### config.mk
export PLATFORM = sky130hd
export DESIGN_NAME = reloj_hms_flat
export DESIGN_NICKNAME = d
export VERILOG_FILES = /design/src/rtl/reloj_hms_if.sv /design/src/rtl/reloj_hms.sv /design/src/flat_wrapper.sv
export SDC_FILE = /design/constraint.sdc
export NUM_CORES = 1
export LEC_CHECK = 0
export CELL_PAD_IN_SITES_DETAIL_PLACEMENT = 1
export CELL_PAD_IN_SITES_GLOBAL_PLACEMENT = 1
export CORE_MARGIN = 1
export CORE_UTILIZATION = 50
export CTS_BUF_LIST = sky130_fd_sc_hd__clkbuf_4 sky130_fd_sc_hd__clkbuf_8
export DETAILED_ROUTE_END_ITERATION = 10
export DONT_BUFFER_PORTS = 1
export GPL_TIMING_DRIVEN = 0
export MAX_ROUTING_LAYER = met4
export PLACE_DENSITY = 0.91
export SYNTH_ARGS = -nofsm -noshare
export SYNTH_HDL_FRONTEND = slang
export SYNTH_SLANG_ARGS = --single-unit
### constraint.sdc
create_clock -name reloj -period 2.2 [get_ports reloj]
set_input_delay 0.44 -clock reloj [delete_from_list [all_inputs] [get_ports reloj]]
set_output_delay 0.44 -clock reloj [all_outputs]
set_load 0.02 [all_outputs]
### src/rtl/reloj_hms_if.sv
// rtl/reloj_hms_if.sv - control inputs and BCD time outputs of the HH:MM:SS clock
interface reloj_hms_if;
  logic       segundero;
  logic       ajustar;
  logic       inc_min;
  logic       inc_hora;
  logic [3:0] seg_u;
  logic [3:0] seg_d;
  logic [3:0] min_u;
  logic [3:0] min_d;
  logic [3:0] hora_u;
  logic [3:0] hora_d;
  logic       pulso_seg;
  logic       pulso_dia;

  modport master (
    output segundero, ajustar, inc_min, inc_hora,
    input  seg_u, seg_d, min_u, min_d, hora_u, hora_d, pulso_seg, pulso_dia
  );

  modport slave (
    input  segundero, ajustar, inc_min, inc_hora,
    output seg_u, seg_d, min_u, min_d, hora_u, hora_d, pulso_seg, pulso_dia
  );
endinterface

### src/rtl/reloj_hms.sv
// rtl/reloj_hms.sv - BCD time-of-day counter driven by the 1 Hz divider output
// Rising edges are registered as events and applied one cycle later, so ajustar is sampled with the event.
module reloj_hms #(
  parameter int HORA_MAX = 23
) (
  input  logic       reloj,
  input  logic       reset_n,
  reloj_hms_if.slave bus
);
  localparam logic [3:0] HMAX_D = 4'(HORA_MAX / 10);
  localparam logic [3:0] HMAX_U = 4'(HORA_MAX % 10);

  logic       seg_q, min_q, hora_q;
  logic       ev_seg, ev_min, ev_hora;
  logic [3:0] su, sd, mu, md, hu, hd;
  logic [3:0] su_n, sd_n, mu_n, md_n, hu_n, hd_n;
  logic [3:0] su_i, sd_i, mu_i, md_i, hu_i, hd_i;
  logic       s_wrap, m_wrap, h_wrap;
  logic       pseg, pdia, pseg_n, pdia_n;

  // Edge history resets high so a level already present at release is not an event.
  always_ff @(posedge reloj or negedge reset_n) begin
    if (!reset_n) begin
      seg_q   <= 1'b1;
      min_q   <= 1'b1;
      hora_q  <= 1'b1;
      ev_seg  <= 1'b0;
      ev_min  <= 1'b0;
      ev_hora <= 1'b0;
      su      <= 4'd0;
      sd      <= 4'd0;
      mu      <= 4'd0;
      md      <= 4'd0;
      hu      <= 4'd0;
      hd      <= 4'd0;
      pseg    <= 1'b0;
      pdia    <= 1'b0;
    end else begin
      seg_q   <= bus.segundero;
      min_q   <= bus.inc_min;
      hora_q  <= bus.inc_hora;
      ev_seg  <= bus.segundero & ~seg_q;
      ev_min  <= bus.inc_min & ~min_q;
      ev_hora <= bus.inc_hora & ~hora_q;
      su      <= su_n;
      sd      <= sd_n;
      mu      <= mu_n;
      md      <= md_n;
      hu      <= hu_n;
      hd      <= hd_n;
      pseg    <= pseg_n;
      pdia    <= pdia_n;
    end
  end

  always_comb begin
    s_wrap = (su == 4'd9) && (sd == 4'd5);
    m_wrap = (mu == 4'd9) && (md == 4'd5);
    h_wrap = (hu == HMAX_U) && (hd == HMAX_D);

    su_i = (su == 4'd9) ? 4'd0 : su + 4'd1;
    sd_i = (su != 4'd9) ? sd : ((sd == 4'd5) ? 4'd0 : sd + 4'd1);
    mu_i = (mu == 4'd9) ? 4'd0 : mu + 4'd1;
    md_i = (mu != 4'd9) ? md : ((md == 4'd5) ? 4'd0 : md + 4'd1);

    if (h_wrap) begin
      hu_i = 4'd0;
      hd_i = 4'd0;
    end else if (hu == 4'd9) begin
      hu_i = 4'd0;
      hd_i = hd + 4'd1;
    end else begin
      hu_i = hu + 4'd1;
      hd_i = hd;
    end
  end

  always_comb begin
    su_n   = su;
    sd_n   = sd;
    mu_n   = mu;
    md_n   = md;
    hu_n   = hu;
    hd_n   = hd;
    pseg_n = 1'b0;
    pdia_n = 1'b0;

    if (!bus.ajustar) begin
      if (ev_seg) begin
        pseg_n = 1'b1;
        su_n   = su_i;
        sd_n   = sd_i;
        if (s_wrap) begin
          mu_n = mu_i;
          md_n = md_i;
          if (m_wrap) begin
            hu_n   = hu_i;
            hd_n   = hd_i;
            pdia_n = h_wrap;
          end
        end
      end
    end else begin
      // Set mode: minute and hour edges act independently and may land in the same cycle.
      if (ev_min) begin
        su_n = 4'd0;
        sd_n = 4'd0;
        mu_n = mu_i;
        md_n = md_i;
      end
      if (ev_hora) begin
        hu_n = hu_i;
        hd_n = hd_i;
      end
    end
  end

  assign bus.seg_u     = su;
  assign bus.seg_d     = sd;
  assign bus.min_u     = mu;
  assign bus.min_d     = md;
  assign bus.hora_u    = hu;
  assign bus.hora_d    = hd;
  assign bus.pulso_seg = pseg;
  assign bus.pulso_dia = pdia;
endmodule

### src/flat_wrapper.sv
// flat-port wrapper written by rule: the top's interface ports become plain ports
module reloj_hms_flat 
#(
  parameter int HORA_MAX = 23
)
  (reloj, reset_n, bus_segundero, bus_ajustar, bus_inc_min, bus_inc_hora, bus_seg_u, bus_seg_d, bus_min_u, bus_min_d, bus_hora_u, bus_hora_d, bus_pulso_seg, bus_pulso_dia);
  reloj_hms_if bus_i ();
  input  logic reloj;
  input  logic reset_n;
  input wire logic [$bits(bus_i.segundero)-1:0] bus_segundero;
  input wire logic [$bits(bus_i.ajustar)-1:0] bus_ajustar;
  input wire logic [$bits(bus_i.inc_min)-1:0] bus_inc_min;
  input wire logic [$bits(bus_i.inc_hora)-1:0] bus_inc_hora;
  output wire logic [$bits(bus_i.seg_u)-1:0] bus_seg_u;
  output wire logic [$bits(bus_i.seg_d)-1:0] bus_seg_d;
  output wire logic [$bits(bus_i.min_u)-1:0] bus_min_u;
  output wire logic [$bits(bus_i.min_d)-1:0] bus_min_d;
  output wire logic [$bits(bus_i.hora_u)-1:0] bus_hora_u;
  output wire logic [$bits(bus_i.hora_d)-1:0] bus_hora_d;
  output wire logic [$bits(bus_i.pulso_seg)-1:0] bus_pulso_seg;
  output wire logic [$bits(bus_i.pulso_dia)-1:0] bus_pulso_dia;
  assign bus_i.segundero = bus_segundero;
  assign bus_i.ajustar = bus_ajustar;
  assign bus_i.inc_min = bus_inc_min;
  assign bus_i.inc_hora = bus_inc_hora;
  assign bus_seg_u = bus_i.seg_u;
  assign bus_seg_d = bus_i.seg_d;
  assign bus_min_u = bus_i.min_u;
  assign bus_min_d = bus_i.min_d;
  assign bus_hora_u = bus_i.hora_u;
  assign bus_hora_d = bus_i.hora_d;
  assign bus_pulso_seg = bus_i.pulso_seg;
  assign bus_pulso_dia = bus_i.pulso_dia;
  reloj_hms #(.HORA_MAX(HORA_MAX)) u_core (.reloj(reloj), .reset_n(reset_n), .bus(bus_i));
endmodule
==> impl_metrics.tcl <==
set metrics [dict create \
    pin_count 32 \
    synthTopCellsByArea "dfrtp_1, ha_1, dfstp_2, o21ai_0, nand2_1" \
    worstPathMaxFanout 7 \
    drc 3 \
    min_to "u_core.hora_q" \
    clock_sinks 32 \
    synth_edf_count 0 \
    synth_nets 160 \
    synth_area_leader_cell "dfrtp_1" \
    place_hpwl_mm 2.27 \
    netlist_area_sq_um 1550 \
    synth-seq-cells 32 \
    cts_made_buffers 5 \
    violations "DRC" \
    synth-seq-area-share 0.519 \
    grt_pass1_vias 1189 \
    drive_gt1_frac 0.122 \
    worst_pin_slew_ns 0.436 \
    crit_required_ns 2.43 \
    overflow 0 \
    placed_cell_area_sq_um 1590 \
    cts_tree "yes" \
    gp_congestion 0.836 \
    syn_avg_cell_area_sq_um 10.6 \
    stdcell_area_sq_um 1690 \
    worstReg2RegStart "u_core.bus.seg_u[0]" \
    async_flop_share 1.00 \
    wl_mm 3.16 \
    yosys-top-cells-count "dfrtp_1, nand2_1, o21ai_0" \
    grt.total_usage 0.225 \
    status "finished, violations left" \
    antenna_found_initial 0 \
    initial_utilization 0.543 \
    die-height_um 57.7 \
    tns_ns 0 \
    instances_no_fill 187 \
    drt_iter0_markers 58 \
    max_cap_viol_count 0 \
    synth.most_common_cell "dfrtp_1" \
    ys.flop_type "dfrtp_1" \
    cts_root_buffer "clkbuf_4" \
    die_w_um 57.7 \
    post-route-util 0.593 \
    r2r_cells 6 \
    max-clock-path-buffers 2 \
    final.period_utilization 0.912 \
    clock_skew_ns 0.0134 \
    avgRoutedWirePerCell_um 16.9 \
    cts.reportedPaths.clkPinSlew_ns 0.10 \
    peakVddDrop_uv 447 \
    dp_slack_ns 0.209 \
    holdCritStartpoint "bus_inc_hora" \
    final_antenna_net_count 0 \
    die_area_sq_um 3330 \
    finalWorstSetupSlack_ns 0.193 \
    drv_slew 0 \
    grt_pass1_wl_mm 5.37 \
    p_per_area_nw_per_um2 1070 \
    yosys.cell_types.count 39 \
    min_path_type "in2reg" \
    fmax_mhz 498 \
    drt_first_pass_iters 7 \
    n_fill_cell 318 \
    setup_violations 0 \
    critPathLaunchType "register" \
    via_per_inst 5.99 \
    core_sq_um 2850 \
    worstPathArrival_ns 2.23 \
    final_nets 169 \
    rsz0062_at_grt "false" \
    crit-reg2reg-capture "u_core.bus.min_d[3]" \
    crit_path_end_kind "register" \
    num_rows 19 \
    dp_cells 177 \
    antennaDiodeCount 0 \
    p_leak_nw 0.738 \
    clk_latency_ns 0.34 \
    timing.slew.headroom 0.707 \
    worstHoldPathCells 0 \
    final.min_clock_period_ns 2.01 \
    grt_max_degree 33 \
    synth_cells 146 \
    yosysWarningCount 0 \
    num_vias 1120 \
    critPathKind "reg2reg" \
    hold_viol_final 0 \
    io_buffers 0 \
    htreeDepth 2 \
    post_cts_buffers 0 \
    area_growth_pct 9.12 \
    reg2reg_setup_slack_ns 0.19 \
    synth_top_area_share 0.468 \
]
repair_timing:
action                                  in CTS  in global routing
endpoints found under the setup margin       0                  0
resized for setup                            0                  0
hold buffers                                 2                  0
hold endpoints to repair                    32                  0
cells in the final DEF, fill, tap and decap left out, types with 4 or more instances in the layout:
cell type  netlist  final
dfrtp_1         29     29
nand2_1         17     17
o21ai_0         14     14
ha_1             8      8
nand3_1          7      7
inv_1            6      6
nor2b_1          6      6
clkbuf_4         0      6
nand2b_1         5      5
o21ai_1          5      5
nor2_1           4      4
flip-flops by register name, indices dropped and copies added, names as in the netlist, 4 cells and up:
name and count:
u_core.bus.hora_d 4, u_core.bus.seg_u 4, u_core.bus.hora_u 4, u_core.bus.min_d 4, u_core.bus.seg_d 4, u_core.bus.min_u 4
metal layers:
layer  share of wire  wire length, um  vias to the layer above  track usage
met5               0                0                        -            -
met4           0.021               65                        0       0.0952
met3           0.055              173                        8       0.0871
met2            0.45             1430                       30        0.324
met1            0.47             1490                      544        0.285
li1                -                -                      538            -
per-stage QoR:
step	power [mW]	hold slack (ns)
2_1_floorplan	1.29	0.144
3_3_place_gp	1.36	0.145
3_5_place_dp	1.41	0.145
4_1_cts	1.83	0.0736
5_1_grt	1.93	0.0669
6_report	1.81	0.0918
worst max-delay path by stage:
stage	from	endpoint	slack, ns	depth (start not counted)
final	u_core.bus.seg_u[0]	u_core.bus.min_d[3]	0.19	6
after global placement	u_core.bus.hora_d[0]	u_core.bus.hora_d[0]	0.30	7
after CTS	u_core.bus.seg_u[0]	u_core.bus.min_d[3]	0.22	6
after global routing	u_core.bus.seg_u[0]	u_core.bus.min_d[3]	0.04	6
after floorplan	u_core.bus.seg_u[0]	u_core.bus.hora_d[2]	0.43	6
after detailed placement	u_core.bus.seg_u[0]	u_core.bus.min_d[3]	0.21	6
cell families after synthesis:
logic type	share of synthesized area
buffers and inverters	0.0250
and+or+nand+nor	0.223
DFF	0.519
xor gates and xnor gates	0.0283
muxes	0.00646
adders and majority gates	0.0646
AOI/OAI and AO/OA	0.134
power breakdown:
group,switching [mW],internal (mW)
clock network,0.197,0.200
registers,0.347,0.711
logic,0.190,0.167
critical path, stage by stage, from the launching register on:
cell and delay [ns]:
dfrtp_1 0.57, ha_1 0.23, and3b_1 0.21, a22oi_1 0.15, nor3_1 0.42, nand3_1 0.16, xnor2_1 0.16
layout make-up:
type / count / area [sq um] / area share
plain buffers: 2 / 16.3 / 0.00962
repair buffers: 2 / 30.0 / 0.0178
inverters: 6 / 22.5 / 0.0133
flip-flops and latches: 32 / 805 / 0.476
well taps: 31 / 38.8 / 0.0229
multi-input cells: 106 / 707 / 0.418
clock buffers: 8 / 72.6 / 0.0429
Note: power is estimated with default switching activity, not from simulation.
